**config.mk**
```make
export PLATFORM = sky130hd
export DESIGN_NAME = conv_window_ctrl
export DESIGN_NICKNAME = d
export VERILOG_FILES = /design/src/rtl/conv_window_ctrl.sv
export SDC_FILE = /design/constraint.sdc
export NUM_CORES = 1
export LEC_CHECK = 0
export CAP_MARGIN = 30
export CELL_PAD_IN_SITES_DETAIL_PLACEMENT = 1
export CELL_PAD_IN_SITES_GLOBAL_PLACEMENT = 2
export CORE_ASPECT_RATIO = 2
export CORE_UTILIZATION = 35
export DETAILED_ROUTE_END_ITERATION = 16
export GPL_TIMING_DRIVEN = 0
export PLACE_DENSITY = 0.92
export SLEW_MARGIN = 20
export SYNTH_ARGS = -nofsm -noshare
export SYNTH_HDL_FRONTEND = slang
export SYNTH_SLANG_ARGS = --single-unit
```
**constraint.sdc**
```tcl
create_clock -name i_clk -period 6 [get_ports i_clk]
set_input_delay 1.2 -clock i_clk [delete_from_list [all_inputs] [get_ports i_clk]]
set_output_delay 1.2 -clock i_clk [all_outputs]
set_load 0.1 [all_outputs]
```
**src/rtl/conv_window_ctrl.sv**
```systemverilog
// Frame sequencer for the K x K convolution window: raster position, line-buffer strobes, window tags (CONV_STRIDE2_EN selects stride 2).
// Window outputs register one cycle after the accepting edge; i_stall or i_abort drop o_ready in the same cycle.
module conv_window_ctrl #(
  parameter int IMG_W = 32,
  parameter int IMG_H = 32,
  parameter int K     = 5,
  parameter int CW    = $clog2(IMG_W*IMG_H+1)
) (
  input  logic                      i_clk,
  input  logic                      i_rst,
  input  logic                      i_start,
  input  logic                      i_abort,
  input  logic                      i_valid,
  input  logic                      i_stall,
  output logic                      o_ready,
  output logic                      o_lb_wr_en,
  output logic                      o_win_valid,
  output logic [$clog2(IMG_H)-1:0]  o_win_row,
  output logic [$clog2(IMG_W)-1:0]  o_win_col,
  output logic [CW-1:0]             o_win_cnt,
  output logic                      o_busy,
  output logic                      o_frame_done
);
  localparam int RW = $clog2(IMG_H);
  localparam int XW = $clog2(IMG_W);

  typedef enum logic [1:0] {IDLE, FILL, RUN, DONE} state_t;

  state_t        state_q, state_d;
  logic [RW-1:0] row_q;
  logic [XW-1:0] col_q;
  logic          accept;
  logic          last_col, last_row, fill_last;
  logic          clear;
  logic          win_base, win_hit;
  logic [RW-1:0] row_off, row_idx;
  logic [XW-1:0] col_off, col_idx;

  always_ff @(posedge i_clk or posedge i_rst) begin
    if (i_rst) state_q <= IDLE;
    else       state_q <= state_d;
  end

  always_comb begin
    state_d = state_q;
    case (state_q)
      IDLE: if (i_start) state_d = FILL;
      FILL: begin
        if (i_abort)                  state_d = IDLE;
        else if (accept && fill_last) state_d = RUN;
      end
      RUN: begin
        if (i_abort)                            state_d = IDLE;
        else if (accept && last_row && last_col) state_d = DONE;
      end
      DONE:    state_d = IDLE;
      default: state_d = IDLE;
    endcase
  end

  always_comb begin
    o_ready      = ((state_q == FILL) || (state_q == RUN)) && !i_stall && !i_abort;
    o_busy       = (state_q != IDLE);
    o_frame_done = (state_q == DONE) && !i_abort;
  end

  assign accept     = i_valid && o_ready;
  assign o_lb_wr_en = accept;
  assign clear      = (state_q != IDLE) && i_abort;

  assign last_col  = (col_q == XW'(IMG_W-1));
  assign last_row  = (row_q == RW'(IMG_H-1));
  assign fill_last = (row_q == RW'(K-2)) && last_col;

  // Offsets are only consumed when win_base holds, so they never wrap.
  assign row_off  = row_q - RW'(K-1);
  assign col_off  = col_q - XW'(K-1);
  assign win_base = (row_q >= RW'(K-1)) && (col_q >= XW'(K-1));

`ifdef CONV_STRIDE2_EN
  assign win_hit = win_base && !row_off[0] && !col_off[0];
  assign row_idx = row_off >> 1;
  assign col_idx = col_off >> 1;
`else
  assign win_hit = win_base;
  assign row_idx = row_off;
  assign col_idx = col_off;
`endif

  always_ff @(posedge i_clk or posedge i_rst) begin
    if (i_rst) begin
      row_q <= '0;
      col_q <= '0;
    end else if ((state_q == IDLE) || clear) begin
      row_q <= '0;
      col_q <= '0;
    end else if (accept) begin
      col_q <= last_col ? '0 : col_q + 1'b1;
      if (last_col) row_q <= last_row ? '0 : row_q + 1'b1;
    end
  end

  always_ff @(posedge i_clk or posedge i_rst) begin
    if (i_rst) begin
      o_win_valid <= 1'b0;
      o_win_row   <= '0;
      o_win_col   <= '0;
    end else begin
      o_win_valid <= accept && win_hit;
      if (accept && win_hit) begin
        o_win_row <= row_idx;
        o_win_col <= col_idx;
      end
    end
  end

  always_ff @(posedge i_clk or posedge i_rst) begin
    if (i_rst) begin
      o_win_cnt <= '0;
    end else if (((state_q == IDLE) && i_start) || clear) begin
      o_win_cnt <= '0;
    end else if (o_win_valid && (o_win_cnt != '1)) begin
      o_win_cnt <= o_win_cnt + 1'b1;
    end
  end
endmodule

```
=== Word level (Yosys, flattened, before mapping) ===
Index checks and enable logic that the tools add are counted.

* Add/subtract/negate cells: 5
* Magnitude comparators: 2
* Equal/unequal tests: 10
* Muxes and demuxes: 15
* Reduce and logical (&&, ||, !) cells: 25

{| class="wikitable"
|+ Operators with widths
! operator !! number
|-
| $mux W5 || 7
|-
| $mux W11 || 2
|-
| $logic_and A1 B1 Y1 || 13
|-
| $add A11 B1 Y11 const B || 1
|-
| $ne A11 B11 Y1 const B || 1
|-
| $add A5 B1 Y5 const B || 2
|-
| $eq A5 B5 Y1 const B || 2
|-
| $ge A5 B3 Y1 const B || 2
|-
| $mux W2 || 5
|-
| $sub A5 B3 Y5 const B || 2
|-
| $pmux W2 S4 || 1
|-
| $reduce_bool A2 Y1 || 4
|-
| $ne A3 B3 Y1 const B || 2
|-
| $eq A5 B2 Y1 const B || 1
|-
| $eq A2 B2 Y1 const B || 2
|-
| $logic_or A1 B1 Y1 || 3
|-
| $reduce_and A3 Y1 || 1
|-
| $eq A2 B1 Y1 const B || 1
|-
| $logic_not A1 Y1 || 2
|-
| $logic_not A2 Y1 || 1
|-
| $ne A2 B2 Y1 const B || 1
|-
| $reduce_and A2 Y1 || 1
|}

* Register bits: 34
* Input bits: 6
* Output and inout bits: 26

=== Logic depth before layout (Yosys ltp) ===
Gate-level depths: netlist (run 1).

* Depth after elaboration: 10
* Depth in mapped cells: 8
* Mapped depth without buffers: 7

=== Least setup slack after synthesis (run 1) ===
OpenSTA, ideal clock, no wires.

* Path type: input to output
* Start point: input i_abort
* End point: output o_ready
* Data arrival time: 3.412 ns
* Path slack: 1.388 ns
* Cell stages on the path: 1
* Cell sequence: nor3b_1

* Longest elaborated chain between the ends: 2

{| class="wikitable"
|+ RTL lines
! element !! line !! source
|-
| start: declaration || 12 || <nowiki>input logic i_abort,</nowiki>
|-
| $logic_not A1 Y1 || 62 || <nowiki>o_ready = ((state_q == FILL) || (state_q == RUN)) && !i_stall && !i_abort;</nowiki>
|-
| $logic_and A1 B1 Y1 || 62 ||
|-
| end: declaration || 15 || <nowiki>output logic o_ready,</nowiki>
|}

Every way passes these cells.

=== Worst setup path after layout (run 1) ===
* Start point: input i_abort
* End point: output o_lb_wr_en

* Longest elaborated chain between the ends: 3

{| class="wikitable"
|+ RTL lines
! element !! line !! source
|-
| $logic_not A1 Y1 || 62 ||
|-
| $logic_and A1 B1 Y1 || 62 ||
|-
| $logic_and A1 B1 Y1 || 67 || <nowiki>assign accept = i_valid && o_ready;</nowiki>
|-
| end: declaration || 16 || <nowiki>output logic o_lb_wr_en,</nowiki>
|}

Every way passes these cells.

==> run summary, run 1 <==
STATUS
------------------------------------------------------------------------------------------------------
Status .................................................................................. finished, final reports clean

SYNTHESIS
------------------------------------------------------------------------------------------------------
Multiplexer share of the synthesized area ...............................................        1.62%
Post-Syn Nets ...........................................................................          225
Synth area leaders ...................................................................... sky130_fd_sc_hd__dfrtp_1 (44%), sky130_fd_sc_hd__ha_1 (12%), sky130_fd_sc_hd__nand2_1 (4.1%)
Area share of fa/ha/maj cells after synthesis ...........................................        11.7%
Cell accounting for the most synthesized area ........................................... sky130_fd_sc_hd__dfrtp_1
Async set or reset register ratio after synthesis .......................................         100%
Synth Area in Compound Gates ............................................................        15.2%
Synthesized cell area ................................................................... 0.00193 sq mm
Post-synthesis share of cell area spent on and, or, nand and nor gates ..................        20.5%
Dominant register cell in the synthesized netlist ....................................... sky130_fd_sc_hd__dfrtp_1
Seq/Total Area, Yosys ...................................................................        44.1%
Cell variety after synth ................................................................           49
EDFF count, synth .......................................................................            0
Number of synthesized register bits .....................................................           34
Synth Instances .........................................................................          201
Area share of the largest cell type after synthesis .....................................        44.1%
Largest family of logic cells by synthesized area ....................................... simple AND/OR/NAND/NOR gates
Synth Area in XOR/XNOR ..................................................................        1.81%
Synthesized area divided by synthesized cell count ......................................   9.60 sq um
Count of yosys warnings during synthesis ................................................            0

STA
------------------------------------------------------------------------------------------------------
Max-slew violation count ................................................................            0
Worst max-slew margin expressed relative to the limit ...................................        34.4%
Setup TNS after final layout ............................................................         0 ns
Final clock skew ........................................................................   0.00747 ns
Min Hold Slack ..........................................................................     0.488 ns
Final count of negative-setup-slack endpoints ...........................................            0
Slack of the critical path ..............................................................      1.36 ns
Transition at the pin with the smallest max-transition slack ............................     0.981 ns
Clock period minus worst slack ..........................................................      4.64 ns
Share of the clock period used by the worst path after layout ...........................        77.3%
Maximum achievable frequency ............................................................      216 MHz
Setup repair after global routing missed its margin .....................................        false
Final hold violations ...................................................................            0

WORST SETUP PATH
------------------------------------------------------------------------------------------------------
Crit end category .......................................................................   output pin
Worst flop-to-flop path startpoint ......................................................     col_q[0]
Capture instance of the worst register-to-register path .................................   state_q[1]
Critical Path AT ........................................................................      3.44 ns
Length in cells of the worst reg-to-reg path ............................................            8
Reg-to-reg setup timing slack ...........................................................      3.87 ns
Crit-path max FO ........................................................................           10
Launching element type of the critical path .............................................   input port
Type of the worst setup path ............................................................    in -> out
Data required time at the worst endpoint ................................................      4.80 ns

ROUTING
------------------------------------------------------------------------------------------------------
Post-detailed-route count of antenna-violating nets .....................................            0
Post-detailed-routing wire length .......................................................      4.93 mm
Routed length per instance ..............................................................      16.6 um
DR iter-0 viols .........................................................................           19
Via-to-Cell Ratio .......................................................................         5.50
Vias post-DR ............................................................................        1,640
Number of optimization iterations in the first detailed-route pass ......................            4
DRC violation count after routing .......................................................            0

CLOCK NETWORK
------------------------------------------------------------------------------------------------------
Post-CTS Repair Setup Buffers ...........................................................            0
Clock Sink Count ........................................................................           34
Insertion delay of the later-clocked pin in the worst-skew pair .........................      0.29 ns
Clock H-tree levels .....................................................................            2
Number of buffers added by the clock tree synthesis step ................................            5
Number of buffers inserted by hold repair at cts ........................................            0
Clock transition at the register clock pins on the worst setup and hold paths after CTS .      0.08 ns
Clock tree from TritonCTS ...............................................................          yes
Post-cts repair resize count ............................................................            0
Clock tree root buffer cell ............................................................. sky130_fd_sc_hd__clkbuf_8
Maximum buffer depth of the clock tree ..................................................            2

POWER AND IR DROP
------------------------------------------------------------------------------------------------------
Leak pwr ................................................................................      1.06 nW
Total power .............................................................................       657 uW
VDD IR-drop max .........................................................................     0.142 mV
Power density of the placed cells .......................................................  268 mW/mm^2

FLOORPLANNING
------------------------------------------------------------------------------------------------------
Area of the die ......................................................................... 0.00583 sq mm
Starting density of the core ............................................................        36.9%
Die boundary height .....................................................................       107 um
Boundary Pins ...........................................................................           32
Number of rows in the core area .........................................................           37
Die X ...................................................................................      54.5 um
Area of the core ........................................................................ 0.00523 sq mm

CELLS AND AREA
------------------------------------------------------------------------------------------------------
Net count, final ........................................................................          263
Number of filler cells placed in the layout .............................................          595
Antenna Diode Count .....................................................................            0
Fraction of final layout cells with drive strength greater than 1 .......................        6.67%
Non-filler instance count after layout ..................................................          298
Synthesis-to-layout area growth .........................................................        27.0%

GLOBAL ROUTING
------------------------------------------------------------------------------------------------------
Total GRT Usage .........................................................................        19.6%
Global route overflow ...................................................................            0
Maximum number of pins on one net before global-route repair ............................           35
Initial antenna violation count .........................................................            0
Global-route wire length before repair ..................................................      8.14 mm
Via count of the first global-routing pass ..............................................        1,689

HOLD PATH
------------------------------------------------------------------------------------------------------
Worst hold path endpoint ................................................................ o_win_col[3]
Worst hold path type ....................................................................   reg -> reg
Min-Delay Path Depth ....................................................................            2
Beginning of the worst hold path ........................................................ o_win_col[3]

PLACED DESIGN
------------------------------------------------------------------------------------------------------
# port buffers ..........................................................................           31
Global placement routability congestion .................................................        0.790
Detailed placement HPWL .................................................................      3.70 mm
Placement-stage worst setup slack .......................................................      1.35 ns
Number of cells in the design after placement ...........................................          290

FLOW RUN
------------------------------------------------------------------------------------------------------
Max Cap Violations ......................................................................            0

registers in the layout, indices dropped and copies added, names as in the netlist:
signal / cells
o_win_col: 5
row_q: 5
col_q: 5
state_q: 2
o_win_valid: 1
o_win_cnt: 11
o_win_row: 5
how the worst max path moves through the flow:
stage,startpoint,to,slack (ns),cells after the start
3_5_place_dp,i_abort,o_lb_wr_en,1.35,5
4_1_cts,i_abort,o_lb_wr_en,1.36,5
2_1_floorplan,i_abort,o_ready,1.39,1
3_3_place_gp,i_abort,o_lb_wr_en,1.37,5
6_report,i_abort,o_lb_wr_en,1.36,5
5_1_grt,i_abort,o_lb_wr_en,1.30,5
synth_stat cells (2+ instances only):
master,n
sky130_fd_sc_hd__dfrtp_1,34
sky130_fd_sc_hd__nand2_1,21
sky130_fd_sc_hd__ha_1,18
sky130_fd_sc_hd__inv_1,15
sky130_fd_sc_hd__a21oi_1,13
sky130_fd_sc_hd__o21ai_1,11
sky130_fd_sc_hd__nor2_1,10
sky130_fd_sc_hd__nand3_1,9
sky130_fd_sc_hd__nor3_1,5
sky130_fd_sc_hd__o21ai_0,5
sky130_fd_sc_hd__or3_1,5
sky130_fd_sc_hd__a211oi_1,3
sky130_fd_sc_hd__a31oi_1,3
sky130_fd_sc_hd__or4_1,3
sky130_fd_sc_hd__xnor2_1,3
sky130_fd_sc_hd__a2111oi_0,2
sky130_fd_sc_hd__and2_1,2
sky130_fd_sc_hd__and3_1,2
sky130_fd_sc_hd__and4_1,2
sky130_fd_sc_hd__clkbuf_1,2
sky130_fd_sc_hd__mux2i_1,2
sky130_fd_sc_hd__nand2b_1,2
sky130_fd_sc_hd__nand4_1,2
sky130_fd_sc_hd__o21bai_1,2
area by class of cell:
cell class	instances	area (sq um)	area share, %
Sequential cell	34	851	34.7
Clock buffer	5	68.8	2.81
Tap cell	58	72.6	2.96
Buffer	5	30.0	1.23
Inverter	17	68.8	2.81
Timing Repair Buffer	31	310	12.7
Multi-Input combinational cell	145	981	40.0
Clock inverter	3	68.8	2.81
critical path, stage by stage:
cell	delay, ns
sky130_fd_sc_hd__clkdlybuf4s50_1	0.57
sky130_fd_sc_hd__nand4bb_1	0.28
sky130_fd_sc_hd__buf_6	0.17
sky130_fd_sc_hd__clkinv_4	0.08
sky130_fd_sc_hd__clkdlybuf4s50_1	1.13
per-layer routing:
| layer | vias up | global-route usage, % | share of wire, % |
|---|---|---|---|
| li1 | 786 | - | - |
| met1 | 823 | 19.7 | 38 |
| met2 | 26 | 37.1 | 59 |
| met3 | 5 | 2.55 | 1.3 |
| met4 | 0 | 7.69 | 2.0 |
| met5 | - | 0 | 0 |
per-stage QoR:
step	instance area (sq um)	utilization [%]
finish	2450	46.9
floorplan	1930	-
CTS	2450	46.9
detailed placement	2310	44.2
global route	2450	46.9
global placement	2310	44.2
layout by cell type, fill, tap and decap left out, drive strengths merged, types with 3 or more instances in the layout:
| master | synthesis | final |
|---|---|---|
| a21oi | 13 | 13 |
| clkdlybuf4s50 | 0 | 31 |
| dfrtp | 34 | 34 |
| a211oi | 3 | 3 |
| o21ai | 16 | 16 |
| or4 | 3 | 3 |
| buf | 3 | 3 |
| nand3 | 9 | 9 |
| nor2 | 10 | 10 |
| a31oi | 3 | 3 |
| clkbuf | 2 | 7 |
| or3 | 5 | 5 |
| inv | 16 | 16 |
| nor3 | 5 | 5 |
| ha | 18 | 18 |
| nand2 | 22 | 22 |
| xnor2 | 3 | 3 |
where the power goes:
part           switching, mW  leakage (nW)  internal [mW]
Clock                 0.0918        0.0683          0.167
Sequential           0.00554         0.473          0.235
Combinational          0.111         0.517         0.0476
Total                  0.208          1.06          0.449
cell families after synthesis:
logic type,after synthesis
AOI/OAI and AO/OA,47
adders and majority gates,18
xor gates and xnor gates,4
buffers and inverters,22
and+or+nand+nor,73
muxes,3
DFF,34
Note: power is estimated with default switching activity, not from simulation.
==> run 2: changes to the inputs <==
- CORE_UTILIZATION: 35 -> 33
- PLACE_DENSITY: 0.92 -> 0.88
- clock period: 6 -> 4.54 ns (I/O delays scaled with it)
==> run 2 against run 1 <==
  * Sequential cell count unchanged
  * Non-clock buffer count stayed put
  * Count of clock-buffer cells in the layout up 2
  * Worst hold slack gained 0.0024 ns
  * Global-route usage fell by 2.5 points
  * Clock power is 34% higher
  * Via count grew 0.49%
  * Register-to-register slack worse by 1.4 ns
  * Core utilization decreased by 3.3 points
  * Combinational power grew 31%
  * Routed wire length shrank 4.2%
  * Critical endpoint unchanged
  * Largest cell class unchanged
  * Largest power group unchanged
==> run summary, run 2 (synthesized netlist as in run 1, its figures left out) <==
STATUS
------------------------------------------------------------------------------------------------------
Status .................................................................................. finished, final reports clean

CELLS AND AREA
------------------------------------------------------------------------------------------------------
Net count, final ........................................................................          263
Fraction of final layout cells with drive strength greater than 1 .......................        6.25%
Register ranked first by flip-flop count ................................................    o_win_cnt
Synthesis-to-layout area growth .........................................................        27.7%
Antenna Diode Count .....................................................................            0
Most frequent cells in the layout ....................................................... sky130_fd_sc_hd__dfrtp_1 (34), sky130_fd_sc_hd__clkdlybuf4s50_1 (31), sky130_fd_sc_hd__nand2_1 (21), sky130_fd_sc_hd__ha_1 (18), sky130_fd_sc_hd__inv_1 (14)
Number of filler cells placed in the layout .............................................          653
Most common cell after layout, fill and taps aside ...................................... sky130_fd_sc_hd__dfrtp_1
Post-layout instance area ............................................................... 0.00246 sq mm
Number of flip-flops under the largest register name ....................................           11

GLOBAL ROUTING
------------------------------------------------------------------------------------------------------
Maximum number of pins on one net before global-route repair ............................           35
Via count of the first global-routing pass ..............................................        1,663
Global-route wire length before repair ..................................................      8.06 mm
Initial antenna violation count .........................................................            0
Total GRT Usage .........................................................................        17.1%
Global route overflow ...................................................................            0

STA
------------------------------------------------------------------------------------------------------
Final clock skew ........................................................................   0.00400 ns
Max-slew violation count ................................................................            0
Share of the clock period used by the worst path after layout ...........................        88.3%
Slack of the critical path ..............................................................     0.530 ns
Clock period minus worst slack ..........................................................      4.01 ns
Final count of negative-setup-slack endpoints ...........................................            0
Transition at the pin with the smallest max-transition slack ............................     0.976 ns
Worst max-slew margin expressed relative to the limit ...................................        34.7%
Setup TNS after final layout ............................................................         0 ns
Final hold violations ...................................................................            0
Setup repair after global routing missed its margin .....................................        false
Maximum achievable frequency ............................................................      249 MHz

POWER AND IR DROP
------------------------------------------------------------------------------------------------------
Power density of the placed cells .......................................................  353 mW/mm^2
Power share of the sequential group .....................................................        36.5%
Net Sw Frac .............................................................................        32.2%
VDD IR-drop max .........................................................................     0.244 mV
Power share of the combinational group ..................................................        23.9%
Clk network pwr share ...................................................................        39.6%
Total power .............................................................................       871 uW
Leak pwr ................................................................................      1.06 nW
Cell internal power dissipation .........................................................       590 uW
Net Switching ...........................................................................       281 uW

ROUTING
------------------------------------------------------------------------------------------------------
Via-to-Cell Ratio .......................................................................         5.48
Vias post-DR ............................................................................        1,648
Post-detailed-route count of antenna-violating nets .....................................            0
Post-detailed-routing wire length .......................................................      4.73 mm
Routed length per instance ..............................................................      15.7 um
DR iter-0 viols .........................................................................           60
Number of optimization iterations in the first detailed-route pass ......................            4
DRC violation count after routing .......................................................            0

CLOCK NETWORK
------------------------------------------------------------------------------------------------------
Clock tree root buffer cell ............................................................. sky130_fd_sc_hd__clkbuf_16
Number of buffers added by the clock tree synthesis step ................................            5
Clock H-tree levels .....................................................................            2
Clock Sink Count ........................................................................           34
Post-CTS Repair Setup Buffers ...........................................................            0
Insertion delay of the later-clocked pin in the worst-skew pair .........................      0.28 ns
Maximum buffer depth of the clock tree ..................................................            2
Post-cts repair resize count ............................................................            0
Clock tree from TritonCTS ...............................................................          yes
Number of buffers inserted by hold repair at cts ........................................            0
Clock transition at the register clock pins on the worst setup and hold paths after CTS .      0.05 ns

WORST SETUP PATH
------------------------------------------------------------------------------------------------------
Slowest cell on the critical path ....................................................... sky130_fd_sc_hd__clkdlybuf4s50_1
WP buf/inv ..............................................................................            4
Cell type group with the largest total delay on the critical path ....................... buffers and inverters
Crit-path max FO ........................................................................           10
Critical Path AT ........................................................................      3.10 ns
Launching element type of the critical path .............................................   input port
Type of the worst setup path ............................................................    in -> out
Most used cell along the critical path .................................................. sky130_fd_sc_hd__clkdlybuf4s50_1
Data required time at the worst endpoint ................................................      3.63 ns
Crit end category .......................................................................   output pin
Critical path's largest stage delay .....................................................      1.13 ns
Crit-path cells ......................................................................... clkdlybuf4s50_1, nand4bb_1, buf_6, clkinv_4, clkdlybuf4s50_1

HOLD PATH
------------------------------------------------------------------------------------------------------
Worst hold path type ....................................................................   reg -> reg

FLOORPLANNING
------------------------------------------------------------------------------------------------------
Starting density of the core ............................................................        34.1%
Die boundary height .....................................................................       110 um
Area of the die ......................................................................... 0.00618 sq mm
Die X ...................................................................................      56.1 um
Boundary Pins ...........................................................................           32
Area of the core ........................................................................ 0.00566 sq mm
Number of rows in the core area .........................................................           39

FLOW RUN
------------------------------------------------------------------------------------------------------
Max Cap Violations ......................................................................            0

PLACED DESIGN
------------------------------------------------------------------------------------------------------
Global placement routability congestion .................................................        0.762
Placement-stage worst setup slack .......................................................     0.472 ns
# port buffers ..........................................................................           31
Detailed placement HPWL .................................................................      3.69 mm
Dpl cell area ........................................................................... 0.00232 sq mm

[run 2: changes by cell type in the layout (fill, tap and decap cells not counted), sizes merged]
cell    before  now
bufinv       2    0
clkbuf       7    9
[run 2: worst reg2reg max path: stages (launching register included)]
cell                       delay (ns)
sky130_fd_sc_hd__dfrtp_1         0.48
sky130_fd_sc_hd__ha_1            0.24
sky130_fd_sc_hd__and2_1          0.14
sky130_fd_sc_hd__ha_1            0.18
sky130_fd_sc_hd__buf_4           0.18
sky130_fd_sc_hd__and4b_1         0.21
sky130_fd_sc_hd__o21a_1          0.16
sky130_fd_sc_hd__o21bai_1        0.21
sky130_fd_sc_hd__mux2i_1         0.23
[run 2: metrics by stage]
| step | hold slack, ns | util, % | instances |
|---|---|---|---|
| 2_1_floorplan | 0.552 | - | 201 |
| 3_3_place_gp | 0.474 | 40.9 | 293 |
| 3_5_place_dp | 0.487 | 40.9 | 293 |
| 4_1_cts | 0.500 | 43.5 | 301 |
| 5_1_grt | 0.533 | 43.5 | 301 |
| 6_report | 0.490 | 43.5 | 301 |
[run 2: area by class of cell]
cell class | instances | area, sq um | share of cell area [%]
tap | 61 | 76.3 | 3.10
clock buffer | 7 | 143 | 5.79
sequential | 34 | 851 | 34.5
buffer | 5 | 30.0 | 1.22
clock inverter | 1 | 5.00 | 0.203
inverter | 17 | 68.8 | 2.79
multi-input combinational | 145 | 981 | 39.8
timing repair buffer | 31 | 310 | 12.6
[run 2: layer usage]
metal	GRT usage, %	routed length, um	up-vias
met5	0	0	-
met4	10.1	174	0
met3	2.92	97	11
met2	32.2	2720	28
met1	17.4	1730	812
li1	-	-	797
[run 2: worst paths after layout]
path	startpoint	to	slack [ns]	depth (start not counted)
worst max-delay path	i_abort	o_lb_wr_en	0.53	5
worst min-delay path	o_win_col[0]	o_win_col[0]	0.49	2
worst max register to register	col_q[2]	state_q[1]	2.44	8
worst min register to register	o_win_col[0]	o_win_col[0]	0.49	2
max in group asynchronous	i_rst	o_win_row[3]	2.98	2
min in group asynchronous	i_rst	o_win_cnt[6]	1.08	2
[run 2: power by group through the flow]
stage	Sequential, mW	Clock [mW]	Combinational, mW
after floorplan	0.321	0	0.159
after global placement	0.323	0	0.209
after detailed placement	0.324	0	0.212
after CTS	0.318	0.357	0.213
after global routing	0.319	0.371	0.227
final	0.318	0.345	0.208
